File: src/rtl/ripple_count_extender_pkg.sv
// Shared constants and FSM encoding for the ripple counter extender.
// Defaults here are the reference build of the block.
package ripple_count_extender_pkg;

  localparam int unsigned DEF_SYNC_STAGES = 2;
  localparam int unsigned DEF_EXT_W       = 8;
  localparam int unsigned CNT_W           = 4;

  typedef enum logic [1:0] {
    S_INIT = 2'd0,
    S_RUN  = 2'd1,
    S_HOLD = 2'd2
  } state_e;

endpackage

File: src/rtl/ripple_count_extender_sync.sv
// Per-bit synchronizer followed by a two-sample stability filter.
// stable_o only rises once the whole chain holds post-reset samples.
module count_sync_filter #(
  parameter int unsigned W      = 4,
  parameter int unsigned STAGES = 2
) (
  input  logic         clk,
  input  logic         rst_n,
  input  logic [W-1:0] d_i,
  output logic [W-1:0] val_o,
  output logic         stable_o
);

  logic [STAGES-1:0][W-1:0] sync_q;
  logic [W-1:0]             prev_q;
  logic [STAGES:0]          fill_q;

  // Shift chain, previous-sample register and pipeline fill tracker
  always_ff @(posedge clk or negedge rst_n) begin
    if (!rst_n) begin
      sync_q <= '0;
      prev_q <= '0;
      fill_q <= '0;
    end else begin
      sync_q <= {sync_q[STAGES-2:0], d_i};
      prev_q <= sync_q[STAGES-1];
      fill_q <= {fill_q[STAGES-1:0], 1'b1};
    end
  end

  assign val_o    = sync_q[STAGES-1];
  assign stable_o = fill_q[STAGES] && (val_o == prev_q);

endmodule

File: src/rtl/ripple_count_extender.sv
// Extends a 4-bit asynchronous ripple counter with a wrap epoch
// counter, plus a held snapshot port and sticky error flags.
module ripple_count_extender
  import ripple_count_extender_pkg::*;
#(
  parameter int unsigned SYNC_STAGES = DEF_SYNC_STAGES,
  parameter int unsigned EXT_W       = DEF_EXT_W
) (
  input  logic               clk,
  input  logic               reset,
  input  logic [3:0]         q_in,
  input  logic               snap_req,
  input  logic               snap_ready,
  input  logic               clr_err,
  output logic [EXT_W+3:0]   count,
  output logic [EXT_W+3:0]   snap_data,
  output logic               snap_valid,
  output logic               wrap_pulse,
  output logic               err_skip,
  output logic               err_ovf,
  output logic               err_drop
);

  logic [CNT_W-1:0] s_val;
  logic             s_ok;

  state_e           state_q, state_d;
  logic [CNT_W-1:0] q_stable_q, q_stable_d;
  logic [EXT_W-1:0] ext_q, ext_d;
  logic [EXT_W+3:0] snap_data_q;
  logic             snap_valid_q;
  logic             wrap_q, skip_q, ovf_q, drop_q;

  logic [CNT_W-1:0] delta;
  logic             upd, wrap_evt, skip_evt, ovf_evt;
  logic             seed, track, snap_load, snap_done, drop_evt;

  count_sync_filter #(
    .W      (CNT_W),
    .STAGES (SYNC_STAGES)
  ) u_filt (
    .clk      (clk),
    .rst_n    (reset),
    .d_i      (q_in),
    .val_o    (s_val),
    .stable_o (s_ok)
  );

  // FSM state register
  always_ff @(posedge clk or negedge reset) begin
    if (!reset) state_q <= S_INIT;
    else        state_q <= state_d;
  end

  // FSM next-state logic
  always_comb begin
    state_d = state_q;
    unique case (state_q)
      S_INIT:  if (s_ok) state_d = S_RUN;
      S_RUN:   if (snap_req) state_d = S_HOLD;
      S_HOLD:  if (snap_valid_q && snap_ready) state_d = S_RUN;
      default: state_d = S_INIT;
    endcase
  end

  // FSM output decode: seeding, tracking and snapshot control strobes
  always_comb begin
    seed      = 1'b0;
    track     = 1'b0;
    snap_load = 1'b0;
    snap_done = 1'b0;
    drop_evt  = 1'b0;
    unique case (1'b1)
      (state_q == S_RUN): begin
        track     = 1'b1;
        snap_load = snap_req;
      end
      (state_q == S_HOLD): begin
        track     = 1'b1;
        snap_done = snap_valid_q && snap_ready;
        drop_evt  = snap_req;
      end
      default: seed = s_ok;
    endcase
  end

  // Classify an accepted change: increment, wrap, skip, epoch overflow
  always_comb begin
    delta      = s_val - q_stable_q;
    upd        = track && s_ok && (s_val != q_stable_q);
    wrap_evt   = upd && (s_val < q_stable_q);
    skip_evt   = upd && (delta >= 4'd2);
    ovf_evt    = wrap_evt && (ext_q == '1);
    q_stable_d = q_stable_q;
    ext_d      = ext_q;
    if (seed) begin
      q_stable_d = s_val;
      ext_d      = '0;
    end else if (upd) begin
      q_stable_d = s_val;
      if (wrap_evt) ext_d = ext_q + 1'b1;
    end
  end

  // Count, snapshot and sticky flag registers; a set beats clr_err
  always_ff @(posedge clk or negedge reset) begin
    if (!reset) begin
      q_stable_q   <= '0;
      ext_q        <= '0;
      snap_data_q  <= '0;
      snap_valid_q <= 1'b0;
      wrap_q       <= 1'b0;
      skip_q       <= 1'b0;
      ovf_q        <= 1'b0;
      drop_q       <= 1'b0;
    end else begin
      q_stable_q <= q_stable_d;
      ext_q      <= ext_d;
      wrap_q     <= wrap_evt;
      if (snap_load) begin
        snap_data_q  <= count;
        snap_valid_q <= 1'b1;
      end else if (snap_done) begin
        snap_valid_q <= 1'b0;
      end
      skip_q <= skip_evt || (skip_q && !clr_err);
      ovf_q  <= ovf_evt  || (ovf_q  && !clr_err);
      drop_q <= drop_evt || (drop_q && !clr_err);
    end
  end

  assign count      = {ext_q, q_stable_q};
  assign snap_data  = snap_data_q;
  assign snap_valid = snap_valid_q;
  assign wrap_pulse = wrap_q;
  assign err_skip   = skip_q;
  assign err_ovf    = ovf_q;
  assign err_drop   = drop_q;

endmodule
File: config.mk
export PLATFORM = sky130hd
export DESIGN_NAME = ripple_count_extender
export DESIGN_NICKNAME = d
export VERILOG_FILES = /design/src/rtl/ripple_count_extender_pkg.sv /design/src/rtl/ripple_count_extender_sync.sv /design/src/rtl/ripple_count_extender.sv
export SDC_FILE = /design/constraint.sdc
export NUM_CORES = 1
export LEC_CHECK = 0
export BUFFER_PORTS_ARGS = -buffer_cell sky130_fd_sc_hd__clkbuf_2
export CAP_MARGIN = 20
export CORE_MARGIN = 8
export CORE_UTILIZATION = 50
export CTS_BUF_LIST = sky130_fd_sc_hd__clkbuf_16
export CTS_CLUSTER_DIAMETER = 150
export CTS_CLUSTER_SIZE = 14
export DETAILED_ROUTE_END_ITERATION = 8
export GPL_TIMING_DRIVEN = 0
export PLACE_DENSITY = 0.73
export SYNTH_ARGS = -nofsm -noshare
export SYNTH_HDL_FRONTEND = slang
export SYNTH_SLANG_ARGS = --single-unit
File: constraint.sdc
create_clock -name clk -period 3.3 [get_ports clk]
set_input_delay 0.66 -clock clk [delete_from_list [all_inputs] [get_ports clk]]
set_output_delay 0.66 -clock clk [all_outputs]
set_load 0.005 [all_outputs]
==> flow_summary.yaml <==
logic_synthesis:
  yosysMostFrequentCell: "dfrtp_1"
  synth_common_cells: "dfrtp_1 (46), inv_1 (18), nand2_1 (18), o21ai_0 (11), mux2_2 (10)"
  synth_area_per_cell_um2: 11.5
  netlist_instances: 169
  synthesis.area_mm2: 0.00194
  yosys_warnings: 0
  synth.distinct_cells: 34
  synth_top_area_share_pct: 59.2
  synth-edff-count: 0
  yosys-top-cells-area: "dfrtp_1 (59%), mux2_2 (5.8%), ha_1 (5.1%), inv_1 (3.5%), nand2_1 (3.5%)"
  synth_seq_cells: 46
  ys_async_sr_fraction_pct: 100
  synth_area_leader_cell: "dfrtp_1"
  synth_flop_cell: "dfrtp_1"
  synth-seq-area-share_pct: 59.2
  synth_nets: 187
min_path:
  hold_path_class: "in2async"
clocking:
  cts_tree: "built"
  htree_num_levels: 2
  cts_made_buffers: 5
  clkSlewWorstSetupHoldPaths_ns: 0.06
  root_buffer: "clkbuf_16"
  postCtsSetupBuffers: 0
  clkLatencyLatePin_ns: 0.28
  hold_buffers: 0
  cts_sinks: 46
  cts_max_path_buffers: 2
  ctsResizeCount: 0
drt:
  vias: 1374
  routed.top_layer: "met4"
  postRouteAntennaNets: 0
  drtIter0Drc: 60
  drt-wirelength-per-cell_um: 14.9
  totalWireLength_um: 3910
  drtPass1Iterations: 4
  wl_met1_um: 1780
  viasPerCell: 5.24
  drc: 0
  met3_length_um: 241
  wl_met2_um: 1840
place:
  place.gp.congestion: 0.735
  dp_hpwl_um: 2750
  io_buffers: 37
  dp_cells: 254
finish:
  fin_cells: 262
  multi_input_area_um2: 722
  antenna_cells: 0
  n_fill_cell: 303
  register_area_mm2: 0.00115
  syn2layout_area_growth_pct: 20.7
  final_nets: 232
  layout-drive-gt1-share_pct: 27.1
power_and_ir_drop:
  p_clk_share_pct: 28.3
  internal_power_mw: 1.13
  p_seq_share_pct: 43.4
  p_leak_nw: 1.16
  p_switching_mw: 0.516
  ir_drop_uv: 423
  combPwrFrac_pct: 28.3
  swShare_pct: 31.4
  cellPowerDensity_mw_per_mm2: 701
die:
  row_count: 22
  die_h_um: 78.4
  dieWidth_um: 78.4
  initial_core_util_pct: 52.7
  fp.dieArea_mm2: 0.00614
  io_pins: 38
  coreArea_mm2: 0.00369
flow_run:
  drv_cap: 0
sta:
  fin_worst_skew_ns: 0.00613
  finalCriticalPeriod_ns: 2.50
  drv_slew: 0
  tightest_slew_ns: 0.778
  hold_viol: 0
  finalSetupViolations: 0
  fin_crit_sh_pct: 75.9
  setup_tns_ns: 0
  relSlewSlack_pct: 47.7
  fmax_ghz: 0.399
  rsz0062_at_grt: "no"
grt:
  antenna_found_initial: 0
  grt_pass1_vias: 1416
  grt_max_degree: 47
  grt_pass1_wl_um: 6510
  grt_remaining_overflow: 0
  grt_use_total_pct: 13.1
setup_path:
  arrival_ns: 2.71
  cp_max_fo: 5
  critical_path_class: "reg2reg"
  worstSetupEndpointType: "flop"
  reg2reg_slack_ns: 0.80
  required_ns: 3.51
  cp-start-kind: "flop"
status:
  outcome: "completed"
## worst max-delay path, cell delays in order, from the launching register on
cell       delay, ns
dfrtp_1         0.42
inv_1           0.07
ha_1            0.13
inv_1           0.07
fa_1            0.44
a21oi_1         0.20
o2111ai_2       0.19
or4_1           0.55
or2_0           0.22
a21oi_1         0.14
## cell type report
type,count,share of cell area [%]
Sequential cell,46,49.1
Multi-Input combinational cell,104,30.8
Timing Repair Buffer,38,8.75
Clock buffer,5,5.33
Inverter,18,2.88
Tap cell,48,2.56
Clock inverter,2,0.480
Buffer,1,0.160
## flip-flops by register name, summed over array words and instances, names as in the netlist
register / flops
wrap_pulse: 1
err_ovf: 1
err_skip: 1
u_filt.sync_q: 4
q_stable_q: 4
u_filt.prev_q: 4
err_drop: 1
state_q: 2
snap_valid: 1
ext_q: 8
u_filt.val_o: 4
snap_data: 12
u_filt.fill_q: 3
## metrics by stage
step | area, µm² | power, mW | hold slack (ns) | util [%] | setup WS [ns]
2_1_floorplan | 1940 | 1.02 | 0.331 | - | 1.02
3_3_place_gp | 2190 | 1.16 | 0.332 | 59.4 | 0.885
3_5_place_dp | 2190 | 1.19 | 0.345 | 59.4 | 0.831
4_1_cts | 2330 | 1.66 | 0.354 | 63.1 | 0.790
5_1_grt | 2350 | 1.75 | 0.291 | 63.6 | 0.653
6_report | 2350 | 1.64 | 0.270 | 63.6 | 0.795
## metal layers
layer / GRT usage (%) / vias up
li1: - / 667
met1: 14.9 / 661
met2: 22.0 / 40
met3: 4.33 / 6
met4: 5.37 / 0
met5: 0 / -
## power groups by stage
stage	Combinational [mW]	Sequential (mW)	Clock (mW)
final	0.466	0.714	0.465
after detailed placement	0.461	0.725	0
after global placement	0.446	0.717	0
after global routing	0.528	0.726	0.495
after floorplan	0.298	0.721	0
after CTS	0.467	0.716	0.476
## cell families after synthesis
group	count (synthesis)	synth area share, %
and+or+nand+nor	46	11.6
AOI/OAI and AO/OA	29	9.27
xor gates and xnor gates	8	3.60
buffers and inverters	19	3.67
muxes	11	6.31
adders and majority gates	9	6.18
other	1	0.193
DFF	46	59.2
## path summary, 6_finish.rpt
path,from,endpoint,cells after the start
setup / recovery,u_filt.val_o[0],ext_q[6],9
hold / removal,reset,wrap_pulse,1
setup reg to reg,u_filt.val_o[0],ext_q[6],9
hold reg to reg,u_filt.fill_q[1],u_filt.fill_q[2],0
max in group asynchronous,reset,u_filt.prev_q[1],2
min in group clk,u_filt.fill_q[1],u_filt.fill_q[2],0
## cell usage in the layout, fill, tap and decap left out, types with 2 or more instances in the layout
cell,Yosys,final
nand4_1,3,3
nor3_1,2,2
dfrtp_1,46,46
a21oi_1,7,7
and3_1,2,2
clkbuf_16,0,5
a31oi_1,4,4
nor2_1,8,8
ha_1,8,8
xnor2_1,7,7
o21ai_0,11,11
nand2_1,18,18
mux2_2,10,10
nand3_1,4,4
inv_1,18,19
or4_1,2,2
clkbuf_2,0,37
No activity file was read; power rests on OpenSTA's default activity.
